--- config.mk ---
export PLATFORM = sky130hd
export DESIGN_NAME = ps2_rx
export DESIGN_NICKNAME = d
export VERILOG_FILES = /design/src/rtl/ps2_rx.sv
export SDC_FILE = /design/constraint.sdc
export NUM_CORES = 1
export LEC_CHECK = 0
export CAP_MARGIN = 10
export CORE_UTILIZATION = 57
export DETAILED_ROUTE_END_ITERATION = 8
export HOLD_SLACK_MARGIN = 0.03
export PLACE_DENSITY = 0.85
export SLEW_MARGIN = 20
export SYNTH_ARGS = -nofsm -noshare
export SYNTH_HDL_FRONTEND = slang
export SYNTH_SLANG_ARGS = --single-unit
--- constraint.sdc ---
create_clock -name ps2_clk -period 2.6 [get_ports ps2_clk]
set_input_delay 0.52 -clock ps2_clk [delete_from_list [all_inputs] [get_ports ps2_clk]]
set_output_delay 0.52 -clock ps2_clk [all_outputs]
set_load 0.02 [all_outputs]
--- src/rtl/ps2_rx.sv ---
// PS/2 device-to-host receiver: synchronizes and deglitches the line clock, deframes 11-bit frames.
// Optional macro PS2_RX_PARITY_CHECK_EN drops bytes with bad odd parity and strobes parity_err_o.
module ps2_rx #(
  parameter int unsigned SYNC_STAGES    = 2,
  parameter int unsigned FILTER_LEN     = 8,
  parameter int unsigned TIMEOUT_CYCLES = 5000
) (
  input  logic       ps2_clk,
  input  logic       rst_n,
  input  logic       ps2_line_clk_i,
  input  logic       ps2_line_data_i,
  output logic [7:0] ps2_key_data_o,
  output logic       ps2_key_data_en_o,
  output logic       frame_err_o,
  output logic       parity_err_o
);

  localparam int unsigned FiltW = $clog2(FILTER_LEN + 1);
  localparam int unsigned TmoW  = $clog2(TIMEOUT_CYCLES + 1);

  typedef enum logic [1:0] {StIdle, StData, StParity, StStop} state_e;

  logic [SYNC_STAGES-1:0] clk_sync_q, clk_sync_d, data_sync_q, data_sync_d;
  logic                   line_clk_s, line_data_s;
  logic                   filt_q, filt_d;
  logic [FiltW-1:0]       filt_cnt_q, filt_cnt_d;
  logic                   sample_evt;

  state_e                 state_q, state_d;
  logic [2:0]             bit_cnt_q, bit_cnt_d;
  logic [7:0]             shift_q, shift_d;
  logic                   parity_q, parity_d;
  logic [TmoW-1:0]        tmo_q, tmo_d;
  logic [7:0]             key_q, key_d;
  logic                   en_q, en_d;
  logic                   ferr_q, ferr_d;
`ifdef PS2_RX_PARITY_CHECK_EN
  logic                   perr_q, perr_d;
  logic                   parity_ok;
`endif

  always_comb begin
    clk_sync_d     = clk_sync_q << 1;
    clk_sync_d[0]  = ps2_line_clk_i;
    data_sync_d    = data_sync_q << 1;
    data_sync_d[0] = ps2_line_data_i;
  end

  assign line_clk_s  = clk_sync_q[SYNC_STAGES-1];
  assign line_data_s = data_sync_q[SYNC_STAGES-1];

  // Filter flips on the FILTER_LEN-th consecutive differing sample.
  always_comb begin
    filt_d     = filt_q;
    filt_cnt_d = '0;
    if (line_clk_s != filt_q) begin
      if (filt_cnt_q == FiltW'(FILTER_LEN - 1)) begin
        filt_d = line_clk_s;
      end else begin
        filt_cnt_d = filt_cnt_q + 1'b1;
      end
    end
  end

  assign sample_evt = filt_q & ~filt_d;

`ifdef PS2_RX_PARITY_CHECK_EN
  assign parity_ok = ^{shift_q, parity_q};
`endif

  always_comb begin
    state_d   = state_q;
    bit_cnt_d = bit_cnt_q;
    shift_d   = shift_q;
    parity_d  = parity_q;
    tmo_d     = '0;
    key_d     = key_q;
    en_d      = 1'b0;
    ferr_d    = 1'b0;
`ifdef PS2_RX_PARITY_CHECK_EN
    perr_d    = 1'b0;
`endif
    if (state_q != StIdle && !sample_evt) begin
      tmo_d = tmo_q + 1'b1;
    end
    unique case (state_q)
      StIdle: begin
        if (sample_evt && !line_data_s) begin
          state_d   = StData;
          bit_cnt_d = '0;
        end
      end
      StData: begin
        if (sample_evt) begin
          shift_d   = {line_data_s, shift_q[7:1]};
          bit_cnt_d = bit_cnt_q + 1'b1;
          if (bit_cnt_q == 3'd7) begin
            state_d = StParity;
          end
        end
      end
      StParity: begin
        if (sample_evt) begin
          parity_d = line_data_s;
          state_d  = StStop;
        end
      end
      StStop: begin
        if (sample_evt) begin
          state_d = StIdle;
          if (!line_data_s) begin
            ferr_d = 1'b1;
          end else begin
`ifdef PS2_RX_PARITY_CHECK_EN
            if (!parity_ok) begin
              perr_d = 1'b1;
            end else begin
              key_d = shift_q;
              en_d  = 1'b1;
            end
`else
            key_d = shift_q;
            en_d  = 1'b1;
`endif
          end
        end
      end
      default: state_d = StIdle;
    endcase
    // Line clock stalled mid-frame: abandon the partial byte.
    if (state_q != StIdle && !sample_evt && tmo_q == TmoW'(TIMEOUT_CYCLES - 1)) begin
      state_d   = StIdle;
      bit_cnt_d = '0;
      shift_d   = '0;
      tmo_d     = '0;
      ferr_d    = 1'b1;
    end
  end

  always_ff @(posedge ps2_clk or negedge rst_n) begin
    if (!rst_n) begin
      clk_sync_q  <= '1;
      data_sync_q <= '1;
      filt_q      <= 1'b1;
      filt_cnt_q  <= '0;
      state_q     <= StIdle;
      bit_cnt_q   <= '0;
      shift_q     <= '0;
      parity_q    <= 1'b0;
      tmo_q       <= '0;
      key_q       <= 8'h00;
      en_q        <= 1'b0;
      ferr_q      <= 1'b0;
`ifdef PS2_RX_PARITY_CHECK_EN
      perr_q      <= 1'b0;
`endif
    end else begin
      clk_sync_q  <= clk_sync_d;
      data_sync_q <= data_sync_d;
      filt_q      <= filt_d;
      filt_cnt_q  <= filt_cnt_d;
      state_q     <= state_d;
      bit_cnt_q   <= bit_cnt_d;
      shift_q     <= shift_d;
      parity_q    <= parity_d;
      tmo_q       <= tmo_d;
      key_q       <= key_d;
      en_q        <= en_d;
      ferr_q      <= ferr_d;
`ifdef PS2_RX_PARITY_CHECK_EN
      perr_q      <= perr_d;
`endif
    end
  end

  assign ps2_key_data_o    = key_q;
  assign ps2_key_data_en_o = en_q;
  assign frame_err_o       = ferr_q;
`ifdef PS2_RX_PARITY_CHECK_EN
  assign parity_err_o      = perr_q;
`else
  assign parity_err_o      = 1'b0;
`endif

endmodule

* Yosys cells after proc, flatten, opt, wreduce, memory -nomap -nowiden
Index checks and enable logic that the tools add are counted.
** Word-level totals
- Output and inout port bits :: 11
- Bits of input ports :: 4
- Register bits :: 45
** Operators by class
- Reductions and logical operators :: 14
- Mux-type cells :: 27
- Eq/ne operators :: 12
- Bitwise operators :: 2
- Add/sub/neg operators :: 3
** Operator list (number)
- two-way mux 13 bit :: 2
- two-way mux 8 bit :: 3
- inequality test 3 bit (second input constant) :: 5
- adder 13 x 1 -> 13 bit (second input constant) :: 1
- == test 13 bit (second input constant) :: 1
- two-way mux 2 bit :: 6
- two-way mux 1 bit :: 9
- two-way mux 3 bit :: 3
- two-way mux 4 bit :: 2
- one-hot mux 2 bit (4 select lines) :: 1
- one-hot mux 3 bit (2 select lines) :: 1
- AND reduction 3 bit :: 2
- nonzero test 2 bit :: 3
- AND reduction 5 bit :: 1
- adder 4 x 1 -> 4 bit (second input constant) :: 1
- == test 2 bit (second input constant) :: 2
- == test 4 x 3 -> 1 bit (second input constant) :: 1
- adder 3 x 1 -> 3 bit (second input constant) :: 1
- == test 3 bit (second input constant) :: 1
- logical AND 1 bit :: 3
- nonzero test 3 bit :: 1
- == test 2 x 1 -> 1 bit (second input constant) :: 1
- zero test 1 bit :: 2
- zero test 2 bit :: 1
- other kinds (4) :: 4

* Longest topological paths before layout
Gate-level depths: netlist of the first run.
- Depth in word-level cells :: 10
- Gate-level depth with buffers :: 7
- Gate-level depth less buffers :: 6

* Worst setup path after synthesis of the first run
Ideal clock, no wire load.
- Kind :: register to register
- Start :: register filt_cnt_q[0]
- End :: register state_q[0]
- Required time :: 2521 ps
- Stages on the path, launching flop included :: 8
- Arrival time :: 1824 ps
- Slack :: 697 ps
- Setup time :: 79 ps
- Cells stage by stage :: dfrtp_1 -> ha_1 -> nand3b_1 -> nor3_1 -> or3_1 -> buf_6 -> a311oi_4 -> mux2i_1
** Between the ends
- Cells in the longest elaborated chain, start to end :: 10
- Elaborated cells between the ends (all ways) :: 16
** Ends and longest elaborated chain
- start: declaration :: line 26 : logic [FiltW-1:0] filt_cnt_q, filt_cnt_d;
- start signal: assignment :: line 161 : filt_cnt_q <= filt_cnt_d;
- == test 4 x 3 -> 1 bit (*) :: line 57 : if (filt_cnt_q == FiltW'(FILTER_LEN - 1)) begin
- two-way mux 1 bit (*) :: line 57
- two-way mux 1 bit (*) :: line 56 : if (line_clk_s != filt_q) begin
- inverter 1 bit (*) :: line 65 : assign sample_evt = filt_q & ~filt_d;
- bitwise AND 1 bit (*) :: line 65
- zero test 1 bit :: line 131 : if (state_q != StIdle && !sample_evt && tmo_q == TmoW'(TIMEOUT_CYCLES - 1)) begin
- logical AND 1 bit (2 in a row) :: line 131
- inequality test 3 bit (no line)
- AND reduction 5 bit (no line)
- end signal: assignment :: line 146 : state_q <= StIdle;
- end signal: assignment :: line 162 : state_q <= state_d;
- end: declaration :: line 29 : state_e state_q, state_d;
Mark *: on every way between the ends. The rest lies on a longest branch, timed or not.
A chain may end at the register's enable or synchronous reset.

* Final worst setup path of the first run
- Start :: register filt_cnt_q[0]
- End :: register key_q[4] (netlist: ps2_key_data_o[4])
** Between the ends
- Cells in the longest elaborated chain, start to end :: 6
** Ends and longest elaborated chain
- == test 4 x 3 -> 1 bit :: line 57
- two-way mux 1 bit :: line 57
- two-way mux 1 bit :: line 56
- inverter 1 bit :: line 65
- bitwise AND 1 bit :: line 65
- AND reduction 3 bit (no line)
- end signal: assignment :: line 167 : key_q <= key_d;
- end: declaration :: line 34 : logic [7:0] key_q, key_d;
No other way between the ends.

==> results of run 1 <==
[per-layer routing]
metal | global-route usage (%) | up-vias | wire length (um)
li1 | - | 687 | -
met1 | 27.6 | 708 | 1650
met2 | 34.8 | 24 | 1810
met3 | 5.51 | 5 | 116
met4 | 5.52 | 0 | 43
met5 | 0 | - | 0
[path summary, 6_finish.rpt]
check | to | slack [ns] | cells after the start
worst min register to register | clk_sync_q[1]$_DFF_PN1_ | 0.36 | 0
worst max register to register | ps2_key_data_o[4]$_DFFE_PN0P_ | 0.44 | 5
worst min-delay path | tmo_q[12]$_DFF_PN0_ | 0.28 | 1
worst max-delay path | ps2_key_data_o[4]$_DFFE_PN0P_ | 0.44 | 5
min in group ps2_clk | clk_sync_q[1]$_DFF_PN1_ | 0.36 | 0
max in group asynchronous | filt_cnt_q[0]$_DFF_PN0_ | 1.73 | 1
[sequential cells by signal, summed over array words and instances, names as in the netlist]
name / count
tmo_q: 13
ps2_key_data_o: 8
shift_q: 8
filt_cnt_q: 4
bit_cnt_q: 3
clk_sync_q: 2
data_sync_q: 2
state_q: 2
filt_q: 1
frame_err_o: 1
ps2_key_data_en_o: 1
[metrics by stage]
step           std cells  hold WS [ns]  total power, mW  area (um2)  utilization (%)
2_1_floorplan        189         0.224             1.23        2080                -
3_3_place_gp         243         0.347             1.30        2240             65.5
3_5_place_dp         243         0.347             1.34        2240             65.5
4_1_cts              251         0.304             1.77        2320             67.8
5_1_grt              251         0.344             1.87        2320             67.8
6_report             251         0.279             1.76        2320             67.8
[cell families (layout without fill, tap and decap cells)]
logic type,count (synthesis),after routing,share of synthesized area (%)
adder cells (fa/ha/maj),8,8,4.82
AND/OR/NAND/NOR,74,74,18.5
multiplexers,12,12,6.27
buffers and inverters,16,32,3.44
AO/OA/AOI/OAI,20,20,6.75
flip-flops,45,45,54.6
XOR/XNOR,13,13,5.49
other,1,1,0.181
[critical path, delay by kind of cell (launching register included)]
kind	cells	cell delay, ns
muxes	1	0.41
and+or+nand+nor	3	1.01
DFF	1	0.40
adders and majority gates	1	0.24
[power breakdown]
| part | switching, mW | total (mW) | leakage [nW] | internal (mW) |
|---|---|---|---|---|
| Combinational | 0.282 | 0.478 | 0.415 | 0.195 |
| Sequential | 0.0711 | 0.852 | 0.600 | 0.781 |
| Clock | 0.222 | 0.426 | 0.0424 | 0.205 |
[area by class of cell]
| type | instances | area, um2 |
|---|---|---|
| clock buffers | 6 | 41.3 |
| clock inverters | 2 | 38.8 |
| fillers | 260 | 1100 |
| inverters | 9 | 33.8 |
| multi-input cells | 128 | 872 |
| flip-flops and latches | 45 | 1130 |
| well taps | 46 | 57.6 |
| repair buffers | 15 | 140 |
[cell usage in the layout (no fill, tap or decap), drive strengths merged]
cell,synthesis,routed
o41a,1,1
xnor2,4,4
clkinv,0,1
xor2,9,9
and2,2,2
nand3,18,18
o22ai,1,1
or3,2,2
buf,2,3
clkbuf,5,6
a311oi,1,1
nand4,3,3
and4,3,3
o221a,1,1
nor3,5,5
o21ai,4,4
dfstp,5,5
ha,8,8
bufinv,0,1
nand2,17,17
a21oi,10,10
nor2,16,16
and3,1,1
mux2i,4,4
conb,1,1
inv,9,9
mux2,8,8
a31o,1,1
nand3b,2,2
a31oi,1,1
nor2b,1,1
clkdlybuf4s50,0,12
nor4b,4,4
dfrtp,40,40
==> results_dict.tcl, run 1 <==
set metrics [dict create \
    cts.repair_timing.setup_buffer_count 0 \
    routabilityCongestion 0.838 \
    placeableCoreArea_um2 3420 \
    detailedRoute.firstPassIterationCount 4 \
    detail_route.wirelength_um 3610 \
    row_count 21 \
    route.detailed.vias_per_inst 5.67 \
    finalHoldViolCount 0 \
    power.density_nw_per_um2 758 \
    global_route.usage.total_pct 21.0 \
    final.period_utilization_pct 83.2 \
    final.min_clock_period_ns 2.16 \
    die_w_um 62.3 \
    numPortBuffers 13 \
    numCtsBuffers 5 \
    yosys-top-cells-count "sky130_fd_sc_hd__dfrtp_1 (40), sky130_fd_sc_hd__nand3_1 (18), sky130_fd_sc_hd__nand2_1 (17), sky130_fd_sc_hd__nor2_1 (16), sky130_fd_sc_hd__a21oi_1 (10)" \
    numClockSinks 45 \
    ctsHoldBuffers 0 \
    drc 0 \
    cts_tree "built" \
    cts_htree_levels 2 \
    grt_max_degree 46 \
    yosys.area.top_type "sky130_fd_sc_hd__dfrtp_1" \
    grt_setup_unrepaired "false" \
    clk_latency_ns 0.37 \
    floorplan.die.height_um 62.3 \
    grt_antenna_before_repair 0 \
    yosys_warnings 0 \
    timing.critical_path.cells "ha_1, nand3b_1, nor3_1, nand3_1, mux2_2" \
    synth_async_sr_flop_share_pct 100 \
    num_vias 1424 \
    antenna_left 0 \
    grt_pass1_vias 1380 \
    start_of_the_worst_register_to_register_path "filt_cnt_q[0]$_DFF_PN0_" \
    critical_path_required_ns 2.85 \
    grt_remaining_overflow 0 \
    critPathLaunch "filt_cnt_q[0]$_DFF_PN0_" \
    dominant_cell_by_count_in_the_synthesized_netlist "sky130_fd_sc_hd__dfrtp_1" \
    post-synth-top-area-fraction_pct 48.2 \
    max-vdd-ir-drop_mv 0.389 \
    outcome "finished clean" \
    start_kind "flop" \
    final_max_slew_viol_count 0 \
    area.growth.synth_to_final_pct 11.6 \
    power.static_leakage_nw 1.06 \
    fmaxAchievable_mhz 462 \
    ys_top_cells_by_area "sky130_fd_sc_hd__dfrtp_1 (48%), sky130_fd_sc_hd__dfstp_2 (6.3%), sky130_fd_sc_hd__ha_1 (4.8%)" \
    number_of_flip_flops_and_latches_in_the_synthesized_netlist 45 \
    timing.critical_path.slowest_stage_cell "sky130_fd_sc_hd__nand3_1" \
    kind_of_end_point_of_the_critical_path "flop" \
    final_net_count 216 \
    setup_slack_ns 0.436 \
    diodes 0 \
    clkSlewWorstSetupHoldPaths_ns 0.15 \
    min_path_type "in2async" \
    worst-setup-path-type "reg2reg" \
    design.portCount 15 \
    final-setup-viol-count 0 \
    place_worst_setup_slack_ns 0.421 \
    post_synth_instance_area_um2 2080 \
    relSlewSlack_pct 37.7 \
    cts.root.buffer_cell "sky130_fd_sc_hd__clkbuf_4" \
    critical_path.max_fanout 9 \
    maxCapViolCount 0 \
    fin_setup_tns_ns 0 \
    max-clock-path-buffers 2 \
    cp.arrival_ns 2.41 \
    mappedNetlistNets 201 \
    place_hpwl_um 2570 \
    synth-edff-count 0 \
    layout_cells_sized_above_1_pct 13.7 \
    syn-mean-instance-area_um2 11.0 \
    max_stage_delay_ns 0.45 \
    grt_first_pass_wirelength_um 6350 \
    timing_worst_slew_pin_value_ns 0.935 \
    synth.yosys.seq_area_share_pct 54.6 \
    postCtsResizedCells 0 \
    synthesis.instances 189 \
    effective_utilization_at_floorplan_pct 60.8 \
    detail_route.wl_per_cell_um 14.4 \
    post_synth_num_cell_types 34 \
    die-area_um2 3890 \
    yosys_most_used_dff "sky130_fd_sc_hd__dfrtp_1" \
    dr.first_iter.drc_count 65 \
    fin_skew_ns 0.0273 \
]
No activity file was read; power rests on OpenSTA's default activity.
==> inputs of run 2 (changes only) <==
clock period = 2 ns   (was 2.6 ns; I/O delays follow)
==> results_dict.tcl, run 2 (synthesized netlist as in run 1, its figures left out) <==
set metrics [dict create \
    critical_path.max_fanout 4 \
    clkSlewWorstSetupHoldPaths_ns 0.13 \
    diodes 0 \
    dpl_cell_area_um2 2300 \
    grt_remaining_overflow 0 \
    most_frequent_standard_cell_in_the_layout_excluding_fill_and_tap_cells "sky130_fd_sc_hd__dfrtp_1" \
    final.min_clock_period_ns 1.99 \
    numCtsBuffers 5 \
    finalHoldViolCount 0 \
    final.period_utilization_pct 99.3 \
    antenna_left 0 \
    layout_cells_sized_above_1_pct 25.9 \
    fin_skew_ns 0.00971 \
    dr.first_iter.drc_count 97 \
    grt_setup_unrepaired "true" \
    final_design_area_no_fill_um2 2520 \
    power.combinational.fraction_pct 35.5 \
    cts_htree_levels 2 \
    critical_path_required_ns 2.28 \
    stdcell_count 270 \
    effective_utilization_at_floorplan_pct 60.8 \
    design.portCount 15 \
    relSlewSlack_pct 55.4 \
    outcome "finished clean" \
    global_route.usage.total_pct 23.1 \
    kind_of_end_point_of_the_critical_path "flop" \
    grt_antenna_before_repair 0 \
    largest_register_ff_count 13 \
    power_report.internal_total_mw 1.58 \
    numPortBuffers 13 \
    max-clock-path-buffers 2 \
    cp.arrival_ns 2.27 \
    p_seq_share_pct 46.0 \
    fmaxAchievable_mhz 503 \
    switching_share_pct 34.8 \
    place_worst_setup_slack_ns -0.0354 \
    max_flop_register "tmo_q" \
    row_count 21 \
    placed_cells 251 \
    power.density_nw_per_um2 963 \
    floorplan.die.height_um 62.3 \
    worst-setup-path-type "reg2reg" \
    setup_slack_ns 0.0139 \
    detail_route.wl_per_cell_um 15.0 \
    route.detailed.vias_per_inst 5.60 \
    timing_worst_slew_pin_value_ns 0.668 \
    placeableCoreArea_um2 3420 \
    fin_worst_hold_slack_ns 0.0483 \
    cts_tree "built" \
    power.static_leakage_nw 1.15 \
    max-vdd-ir-drop_mv 0.489 \
    clk_latency_ns 0.37 \
    most-common-layout-cells "sky130_fd_sc_hd__dfrtp_1 (38), sky130_fd_sc_hd__buf_4 (19), sky130_fd_sc_hd__nand2_1 (17)" \
    power_frac_clock_pct 18.4 \
    place_hpwl_um 2720 \
    cts.root.buffer_cell "sky130_fd_sc_hd__clkbuf_4" \
    min_path_type "in2async" \
    final_max_slew_viol_count 0 \
    numClockSinks 45 \
    detailedRoute.firstPassIterationCount 4 \
    drc 0 \
    routabilityCongestion 0.808 \
    maxCapViolCount 0 \
    die-area_um2 3890 \
    num_vias 1512 \
    area.growth.synth_to_final_pct 21.3 \
    grt_first_pass_wirelength_um 6880 \
    die_w_um 62.3 \
    grt_max_degree 33 \
    post-route-util_pct 73.7 \
    start_kind "flop" \
    detail_route.wirelength_um 4060 \
    final-setup-viol-count 0 \
    power.switching_mw 0.844 \
    grt_pass1_vias 1550 \
    worst_case_reg_to_reg_path_depth 5 \
    ctsHoldBuffers 0 \
    final_net_count 235 \
]
## run 2: cell types whose count changed in the layout (fill, tap and decap cells not counted), sizes merged
cell / change
bufinv: -1
inv: +1
clkinvlp: +1
clkbuf: -1
buf: +19
## run 2: worst max-delay path, stage by stage, from the launching register on
cell and delay, ns:
sky130_fd_sc_hd__dfstp_2 0.57, sky130_fd_sc_hd__inv_1 0.08, sky130_fd_sc_hd__o41a_1 0.46, sky130_fd_sc_hd__a31o_2 0.26
sky130_fd_sc_hd__a311oi_4 0.27, sky130_fd_sc_hd__mux2i_1 0.28
## run 2: worst paths after layout
path / startpoint / end / slack, ns
hold / removal: rst_n / filt_cnt_q[3]$_DFF_PN0_ / 0.05
hold reg to reg: data_sync_q[0]$_DFF_PN1_ / data_sync_q[1]$_DFF_PN1_ / 0.36
setup reg to reg: filt_q$_DFF_PN1_ / state_q[0]$_DFFE_PN0P_ / 0.01
max in group asynchronous: rst_n / tmo_q[9]$_DFF_PN0_ / 1.37
setup / recovery: filt_q$_DFF_PN1_ / state_q[0]$_DFFE_PN0P_ / 0.01
min in group ps2_clk: data_sync_q[0]$_DFF_PN1_ / data_sync_q[1]$_DFF_PN1_ / 0.36
## run 2: metal layers
| layer | vias up | part of all wire [%] | track usage [%] |
|---|---|---|---|
| met1 | 741 | 42 | 27.9 |
| met4 | 0 | 2.5 | 11.0 |
| li1 | 716 | - | - |
| met3 | 12 | 4.0 | 5.88 |
| met5 | - | 0 | 0 |
| met2 | 43 | 52 | 38.7 |
## run 2: cell type report
class,instances,area (um2)
inverter,9,33.8
timing repair buffer,34,299
tap,46,57.6
sequential,45,1130
clock inverter,3,21.3
clock buffer,5,37.5
fill,237,898
multi-input combinational,128,933
## run 2: what timing repair did
item,4_1_cts,5_1_grt
pin swaps,3,3
resized for setup,9,5
setup endpoints to repair,10,23
buffers inserted,7,4
## run 2: per-stage QoR
step | power [mW] | setup TNS (ns)
after global routing | 2.56 | -0.0636
after detailed placement | 1.78 | -0.0429
final | 2.42 | 0
after global placement | 1.73 | 0
after floorplan | 1.60 | 0
after CTS | 2.33 | 0
## run 2: power by group through the flow
| stage | Combinational (mW) | Clock [mW] | Sequential, mW |
|---|---|---|---|
| after detailed placement | 0.655 | 0 | 1.13 |
| final | 0.862 | 0.447 | 1.12 |
| after global routing | 0.941 | 0.494 | 1.12 |
| after CTS | 0.766 | 0.456 | 1.11 |
| after floorplan | 0.498 | 0 | 1.10 |
| after global placement | 0.621 | 0 | 1.11 |
